$ cat config.mk
export PLATFORM = sky130hd
export DESIGN_NAME = microwave_cook_timer_controller
export DESIGN_NICKNAME = d
export VERILOG_FILES = /design/src/rtl/microwave_cook_timer_controller.sv
export SDC_FILE = /design/constraint.sdc
export NUM_CORES = 1
export LEC_CHECK = 0
export CAP_MARGIN = 20
export CORE_ASPECT_RATIO = 1.4
export CORE_UTILIZATION = 40
export DETAILED_ROUTE_END_ITERATION = 8
export HOLD_SLACK_MARGIN = 0.05
export PLACE_DENSITY = 0.66
export SYNTH_ARGS = -nofsm -noshare
export SYNTH_HDL_FRONTEND = slang
export SYNTH_SLANG_ARGS = --single-unit
$ cat constraint.sdc
create_clock -name clock -period 3.53 [get_ports clock]
set_input_delay 0.5295 -clock clock [delete_from_list [all_inputs] [get_ports clock]]
set_output_delay 0.5295 -clock clock [all_outputs]
set_load 0.02 [all_outputs]
$ cat src/rtl/microwave_cook_timer_controller.sv
// Microwave cook timer controller.
// Collects keypad time entry, counts it down on each second_tick, and drives the
// magnetron enable and end-of-cook indication. All outputs come straight from
// registers; no combinational path from inputs to outputs.
//
// Ports:
//   clock        system clock, rising edge active
//   reset        asynchronous active-low reset
//   key_valid    one-cycle strobe qualifying key_digit
//   key_digit    BCD digit from the keypad (values > 9 ignored)
//   start        one-cycle start / resume request
//   stop_clear   one-cycle pause / clear request
//   door_closed  door switch level, 1 = closed
//   second_tick  one-cycle 1 Hz enable from the divider chain
//   time_bcd     {min_tens, min_ones, sec_tens, sec_ones}
//   magnetron_on high only while cooking
//   done         high only while in the done state
//   state        IDLE=0, ENTRY=1, COOKING=2, PAUSED=3, DONE=4
module microwave_cook_timer_controller #(
  parameter int unsigned DONE_TICKS               = 3,
  parameter int unsigned QUICK_START_SECONDS_TENS = 3
) (
  input  logic        clock,
  input  logic        reset,
  input  logic        key_valid,
  input  logic [3:0]  key_digit,
  input  logic        start,
  input  logic        stop_clear,
  input  logic        door_closed,
  input  logic        second_tick,
  output logic [15:0] time_bcd,
  output logic        magnetron_on,
  output logic        done,
  output logic [2:0]  state
);

  typedef enum logic [2:0] {
    StIdle    = 3'd0,
    StEntry   = 3'd1,
    StCooking = 3'd2,
    StPaused  = 3'd3,
    StDone    = 3'd4
  } state_e;

  localparam logic [15:0] QuickLoad = {8'h00, 4'(QUICK_START_SECONDS_TENS), 4'h0};
  localparam logic [3:0]  DoneLast  = 4'(DONE_TICKS - 1);

  state_e      state_q, state_d;
  logic [15:0] time_q, time_d;
  logic [3:0]  tick_cnt_q, tick_cnt_d;
  logic        magnetron_q, done_q;

  logic        digit_ok;
  logic        start_ok;
  logic [15:0] time_shift;
  logic [15:0] time_dec;

  assign digit_ok   = key_valid && (key_digit <= 4'd9);
  assign start_ok   = start && door_closed;
  // New digit enters as sec_ones; min_tens falls off the top.
  assign time_shift = {time_q[11:0], key_digit};

  // Digit-wise BCD decrement. Seconds above 59 are not normalised: only a
  // borrow out of the seconds field reloads it with 59.
  always_comb begin
    time_dec = time_q;
    if (time_q[3:0] != 4'd0) begin
      time_dec[3:0] = time_q[3:0] - 4'd1;
    end else if (time_q[7:4] != 4'd0) begin
      time_dec[7:4] = time_q[7:4] - 4'd1;
      time_dec[3:0] = 4'd9;
    end else if (time_q[11:8] != 4'd0) begin
      time_dec[11:8] = time_q[11:8] - 4'd1;
      time_dec[7:0]  = 8'h59;
    end else if (time_q[15:12] != 4'd0) begin
      time_dec[15:12] = time_q[15:12] - 4'd1;
      time_dec[11:0]  = 12'h959;
    end
  end

  // Each branch follows the input priority: door open, stop_clear, start,
  // key_valid, second_tick.
  always_comb begin
    state_d    = state_q;
    time_d     = time_q;
    tick_cnt_d = tick_cnt_q;
    unique case (state_q)
      StIdle: begin
        if (stop_clear) begin
          time_d = '0;
        end else if (start_ok) begin
          time_d  = QuickLoad;
          state_d = StCooking;
        end else if (digit_ok) begin
          time_d  = time_shift;
          state_d = StEntry;
        end
      end
      StEntry: begin
        if (stop_clear) begin
          time_d  = '0;
          state_d = StIdle;
        end else if (start_ok) begin
          if (time_q == 16'h0000) time_d = QuickLoad;
          state_d = StCooking;
        end else if (digit_ok) begin
          time_d = time_shift;
        end
      end
      StCooking: begin
        // Pausing wins over a same-cycle tick; the tick is simply lost.
        if (!door_closed || stop_clear) begin
          state_d = StPaused;
        end else if (second_tick) begin
          time_d = time_dec;
          if (time_dec == 16'h0000) begin
            state_d    = StDone;
            tick_cnt_d = '0;
          end
        end
      end
      StPaused: begin
        if (stop_clear) begin
          time_d  = '0;
          state_d = StIdle;
        end else if (start_ok) begin
          state_d = StCooking;
        end
      end
      StDone: begin
        if (!door_closed || stop_clear) begin
          state_d = StIdle;
        end else if (second_tick) begin
          if (tick_cnt_q == DoneLast) begin
            state_d = StIdle;
          end else begin
            tick_cnt_d = tick_cnt_q + 4'd1;
          end
        end
      end
      default: begin
        state_d = StIdle;
        time_d  = '0;
      end
    endcase
  end

  always_ff @(posedge clock or negedge reset) begin
    if (!reset) begin
      state_q     <= StIdle;
      time_q      <= '0;
      tick_cnt_q  <= '0;
      magnetron_q <= 1'b0;
      done_q      <= 1'b0;
    end else begin
      state_q     <= state_d;
      time_q      <= time_d;
      tick_cnt_q  <= tick_cnt_d;
      magnetron_q <= (state_d == StCooking);
      done_q      <= (state_d == StDone);
    end
  end

  assign time_bcd     = time_q;
  assign magnetron_on = magnetron_q;
  assign done         = done_q;
  assign state        = state_q;

endmodule
# Word level (Yosys, flattened, before mapping)
# Index checks and enable logic that the tools add are counted.
[op_classes] addsub=5 order_cmp=1 eq_ne=15 mux=36 bitwise=1 n_reduce_logical=15
[ops] operator="16-bit two-way mux" n=10
[ops] operator="16-bit case mux with 5 select lines" n=1
[ops] operator="3-bit two-way mux" n=11
[ops] operator="16-bit zero test" n=2
[ops] operator="4-bit two-way mux" n=8
[ops] operator="12-bit two-way mux" n=2
[ops] operator="8-bit two-way mux" n=2
[ops] operator="4-bit nonzero test" n=4
[ops] operator="4-bit by 1-bit subtractor with 4-bit output (second input constant)" n=4
[ops] operator="2-bit != test (second input constant)" n=7
[ops] operator="3-bit case mux with 4 select lines" n=1
[ops] operator="3-bit by 2-bit == test with 1-bit output (second input constant)" n=3
[ops] operator="4-bit case mux with 2 select lines" n=1
[ops] operator="7-bit AND reduction" n=1
[ops] operator="3-bit == test (second input constant)" n=2
[ops] operator="5-bit AND reduction" n=1
[ops] operator="4-bit by 1-bit adder with 4-bit output (second input constant)" n=1
[ops] operator="4-bit by 2-bit == test with 1-bit output (second input constant)" n=1
[ops] operator="4-bit <= comparator (second input constant)" n=1
[ops] operator="4-bit != test (second input constant)" n=1
[ops] operator="3-bit by 1-bit == test with 1-bit output (second input constant)" n=1
[ops] operator="3-bit zero test" n=1
[ops] operator="1-bit logical AND" n=2
[ops] operator="2-bit nonzero test" n=1
[ops] operator="4 further kinds" n=4
[totals] register_bits=25 in_bits=11

# Depth between registers and ports, before layout
[logic_depth] word_depth=11 mapped_depth=10 ltp_nobuf=9

# Worst setup path before layout
# OpenSTA, ideal clock, no wires.
[synth_path] path_kind="register to register" from="register time_q[0], in the netlist time_bcd[0]" to="register tick_cnt_q[3]" arrival_time_ps=2782 setup_slack_ps=669 stages_incl_launch_ff=10 path_buffers=0 period_less_slack_ps=2861 cell_sequence="dfrtp_1 -> inv_1 -> ha_1 -> or4b_4 -> nor4_4 -> mux2_4 -> nand3_2 -> or4_4 -> a21oi_2 -> mux2i_1"
[synth_between] elab_chain_cells=7 word_cells_on_any_way=10
[synth_rtl] element="from (decl)" line_no="49" source="logic [15:0] time_q, time_d;"
[synth_rtl] element="from (signal assigned)" line_no="157" source="time_q <= time_d;"
[synth_rtl] element="branches (longest 4 deep; another with 4-bit by 1-bit subtractor with 4-bit output)"
[synth_rtl] element="16-bit zero test (*)" line_no="116" source="if (time_dec == 16'h0000) begin"
[synth_rtl] element="2-bit != test (no source line) (*)"
[synth_rtl] element="7-bit AND reduction (no source line) (*)"
[synth_rtl] element="to (signal assigned)" line_no="158" source="tick_cnt_q <= tick_cnt_d;"
[synth_rtl] element="to (decl)" line_no="50" source="logic [3:0] tick_cnt_q, tick_cnt_d;"
# Mark *: on every way between the ends.
# A chain may end at the register's enable or synchronous reset.

# Worst setup path after layout
[layout_path] from="register time_q[0], in the netlist time_bcd[0]" to="register tick_cnt_q[0]"
# The elaborated chain is that of the path after synthesis.

==> tab_implementation.tex <==
\begin{tabular}{lr}
\hline
Metric & Value \\
\hline
\multicolumn{2}{l}{\textbf{Yosys}} \\
\quad Share of the synthesized area in compound gates (AO/OA/AOI/OAI) & 26.20\% \\
\quad Post-synthesis instance total & 235 \\
\quad Syn nets & 254 \\
\quad Synth top area cells & sky130\_fd\_sc\_hd\_\_dfrtp\_1, sky130\_fd\_sc\_hd\_\_a21oi\_1, sky130\_fd\_sc\_hd\_\_ha\_1 \\
\quad Count of flip-flops with a built-in enable after synthesis & 0 \\
\quad Post-Syn Area & 0.001924 sq mm \\
\quad Post-synthesis simple-gate area fraction & 26.01\% \\
\quad Yosys warnings & 0 \\
\quad Async S/R FF share, synth & 100.0\% \\
\quad Yosys reg bits & 25 \\
\quad Count of unique library cells instantiated by Yosys & 53 \\
\quad Fraction of synthesized cell area taken by the top area cell type & 32.51\% \\
\quad Cell accounting for the most synthesized area & sky130\_fd\_sc\_hd\_\_dfrtp\_1 \\
\quad Post-synthesis mux area share & 4.616\% \\
\quad Synth Area in Adders & 5.202\% \\
\quad Dominant combinational cell family by area after synthesis & compound AO/OA/AOI/OAI gates \\
\quad Mean post-synth cell area & 8.189 sq um \\
\quad Proportion of synthesized chip area in sequential cells & 32.51\% \\
\quad Commonest register cell after synthesis & sky130\_fd\_sc\_hd\_\_dfrtp\_1 \\
\quad Xor and xnor area share after synthesis & 0.9103\% \\
\multicolumn{2}{l}{\textbf{CTS}} \\
\quad Root Buffer & sky130\_fd\_sc\_hd\_\_clkbuf\_8 \\
\quad Number of buffers added by the clock tree synthesis step & 3 \\
\quad Clk slew on worst S/H paths & 110 ps \\
\quad CTS tree & yes \\
\quad Clock buffer depth & 2 \\
\quad Post-CTS resize count & 0 \\
\quad H-Tree Depth & 1 \\
\quad Clock latency reported for the late side of the worst-skew pair & 290 ps \\
\quad Number of sinks handled by clock tree synthesis & 25 \\
\quad \# Post-CTS Setup Buffers & 0 \\
\quad Hold buffer count at cts & 0 \\
\multicolumn{2}{l}{\textbf{Setup path}} \\
\quad Sequence of cells on the critical path & inv\_1 > ha\_1 > or4b\_4 > nor3\_1 > a22o\_1 > nand3\_2 > nor4\_1 > o21ai\_1 > a21o\_1 \\
\quad Path type of the worst setup path & flip-flop to flip-flop \\
\quad Critical Path Fanout Max & 7 \\
\quad Data required time at the worst endpoint & 3720 ps \\
\quad Data arrival time of the critical path & 3260 ps \\
\quad Cell with the biggest individual delay on the critical path & sky130\_fd\_sc\_hd\_\_nor4\_1 \\
\quad Startpoint type of the worst setup path & flip-flop \\
\quad Setup crit end kind & flip-flop \\
\quad Worst stage delay on the critical path & 570 ps \\
\multicolumn{2}{l}{\textbf{Finish}} \\
\quad Layout cell share with drive strength beyond 1 & 8.333\% \\
\quad Number of standard cells in the final layout excluding fillers & 326 \\
\quad Nets & 284 \\
\quad Layout overhead on the synthesized area & 22.11\% \\
\quad Share of the core filled with cells in the final layout & 51.40\% \\
\quad Most frequent cells in the layout & sky130\_fd\_sc\_hd\_\_clkdlybuf4s50\_1, sky130\_fd\_sc\_hd\_\_dfrtp\_1, sky130\_fd\_sc\_hd\_\_nand2\_1 \\
\quad Most common cell after layout, fill and taps aside & sky130\_fd\_sc\_hd\_\_clkdlybuf4s50\_1 \\
\quad Antenna cell count & 0 \\
\multicolumn{2}{l}{\textbf{STA}} \\
\quad Worst-Margin Slew & 785.9 ps \\
\quad Setup TNS & 0 ps \\
\quad Unrepaired setup endpoints after global routing & false \\
\quad Achievable frequency & 325.8 MHz \\
\quad Count of final max-slew check failures & 0 \\
\quad Max-slew headroom at the worst pin & 47.58\% \\
\quad \# setup viols final & 0 \\
\quad Portion of the clock cycle consumed by the worst path in the final layout & 86.96\% \\
\quad Post-Route Skew & 12.38 ps \\
\quad Final setup margin & 460.3 ps \\
\quad Min cycle time layout & 3070 ps \\
\quad Final count of hold timing violations & 0 \\
\multicolumn{2}{l}{\textbf{Power}} \\
\quad Leakage Power & 0.9490 nW \\
\quad Max rail drop VDD & 365.1 uV \\
\quad Pwr dens & 842.5 mW/mm\^{}2 \\
\multicolumn{2}{l}{\textbf{Floorplanning}} \\
\quad Number of placed I/O pins & 32 \\
\quad Initial Utilization & 42.09\% \\
\quad Total Die Area & 0.005096 sq mm \\
\quad Chip Width & 60.62 um \\
\quad Die Span Y & 84.07 um \\
\quad Placeable core area & 0.004572 sq mm \\
\quad Site Rows & 29 \\
\multicolumn{2}{l}{\textbf{Placement}} \\
\quad Worst setup slack before clock tree synthesis & 257.5 ps \\
\quad Number of port buffers & 31 \\
\quad Number of placed cells counting well taps & 322 \\
\quad Routability-driven placement congestion ratio & 0.8805 \\
\quad Dpl hpwl & 3781 um \\
\multicolumn{2}{l}{\textbf{GRT}} \\
\quad Vias in the first global route & 1,738 \\
\quad Number of antenna violations at the first check in global routing & 0 \\
\quad Maximum number of pins on one net before global-route repair & 26 \\
\quad Aggregate global routing overflow & 0 \\
\quad Wire length of the first global-routing pass & 8314 um \\
\quad Combined global-route utilization of all metal layers & 21.50\% \\
\multicolumn{2}{l}{\textbf{Hold path}} \\
\quad Hold crit path type & flip-flop to flip-flop \\
\multicolumn{2}{l}{\textbf{Status}} \\
\quad Result of the run & completed \\
\multicolumn{2}{l}{\textbf{Run}} \\
\quad Max-cap viol count & 0 \\
\multicolumn{2}{l}{\textbf{Detailed routing}} \\
\quad DRT Wirelength & 5104 um \\
\quad Number of search-and-repair iterations in the first detailed-routing pass & 4 \\
\quad Number of vias after detailed routing & 1,870 \\
\quad Vias per std cell & 5.736 \\
\quad Detail-routed net length per standard cell & 15.66 um \\
\quad Iteration-0 DRC Markers & 57 \\
\quad Post-DRT Antenna Nets & 0 \\
\quad DRC errors left & 0 \\
\hline
\end{tabular}
## cell type report
| type | count | area, sq um |
|---|---|---|
| fill | 485 | 2222 |
| timing repair buffer | 35 | 340.3 |
| clock inverter | 1 | 7.507 |
| inverter | 11 | 41.29 |
| sequential | 25 | 625.6 |
| clock buffer | 3 | 41.29 |
| multi-input combinational | 189 | 1216 |
| tap | 62 | 77.57 |
## metrics by stage
| step | total power (W) | hold WS, ps | area [sq um] |
|---|---|---|---|
| finish | 0.001980 | 564.6 | 2350 |
| floorplan | 0.001380 | 233.9 | 1924 |
| detailed placement | 0.001778 | 542.8 | 2296 |
| global placement | 0.001776 | 535.4 | 2296 |
| CTS | 0.001968 | 568.4 | 2345 |
| global route | 0.002138 | 591.4 | 2350 |
## sequential cells by signal, summed over array words and instances, names as in the netlist
signal and flops:
done 1, magnetron_on 1, state 3, tick_cnt_q 4, time_bcd 16
## routing by layer
layer | vias up | track usage (%) | wire, um
li1 | 926 | - | -
met2 | 31 | 36.66 | 2625
met4 | 0 | 7.438 | 121
met1 | 902 | 27.03 | 2263
met5 | - | 0 | 0
met3 | 11 | 2.481 | 95
## cells by family (layout without fill, tap and decap cells)
group	Yosys count	in the layout
flip-flops	25	25
adder cells (fa/ha/maj)	8	8
buffers and inverters	21	50
AO/OA/AOI/OAI	80	80
AND/OR/NAND/NOR	91	91
XOR/XNOR	2	2
multiplexers	8	8
## report_power, final
| part | switching [W] | internal (W) |
|---|---|---|
| Combinational | 0.000708 | 0.000542 |
| Sequential | 0.000166 | 0.000374 |
| Clock | 0.000108 | 0.0000805 |
## worst max-delay path, delay by kind of cell, from the launching register on
| family | cells | cell delay [ps] |
|---|---|---|
| and+or+nand+nor | 4 | 1530 |
| AOI/OAI and AO/OA | 3 | 600 |
| DFF | 1 | 420 |
| adders and majority gates | 1 | 260 |
| buffers and inverters | 1 | 180 |
## cells in the mapped netlist (4+ instances only)
library cell	number
sky130_fd_sc_hd__dfrtp_1	25
sky130_fd_sc_hd__nand2_1	23
sky130_fd_sc_hd__a21oi_1	22
sky130_fd_sc_hd__nor2_1	22
sky130_fd_sc_hd__o21ai_0	18
sky130_fd_sc_hd__inv_1	11
sky130_fd_sc_hd__nor2b_1	10
sky130_fd_sc_hd__clkbuf_1	8
sky130_fd_sc_hd__ha_1	8
sky130_fd_sc_hd__a31oi_1	6
sky130_fd_sc_hd__o21ai_1	6
sky130_fd_sc_hd__nand4_1	5
sky130_fd_sc_hd__a22o_1	4
sky130_fd_sc_hd__mux2i_1	4
sky130_fd_sc_hd__nand3_1	4
sky130_fd_sc_hd__nor3_1	4
sky130_fd_sc_hd__nor3b_1	4
sky130_fd_sc_hd__o31ai_1	4
## final timing paths
path,to,startpoint,depth (start not counted),slack [ps]
max,tick_cnt_q[0]$_DFFE_PN0P_,time_bcd[0]$_DFFE_PN0P_,9,460
max in group asynchronous,time_bcd[15]$_DFFE_PN0P_,reset,2,2650
min in group asynchronous,tick_cnt_q[0]$_DFFE_PN0P_,reset,2,610
max reg2reg,tick_cnt_q[0]$_DFFE_PN0P_,time_bcd[0]$_DFFE_PN0P_,9,460
min,tick_cnt_q[1]$_DFFE_PN0P_,tick_cnt_q[1]$_DFFE_PN0P_,1,560
min reg2reg,tick_cnt_q[1]$_DFFE_PN0P_,tick_cnt_q[1]$_DFFE_PN0P_,1,560
No activity file was read; power rests on OpenSTA's default activity.
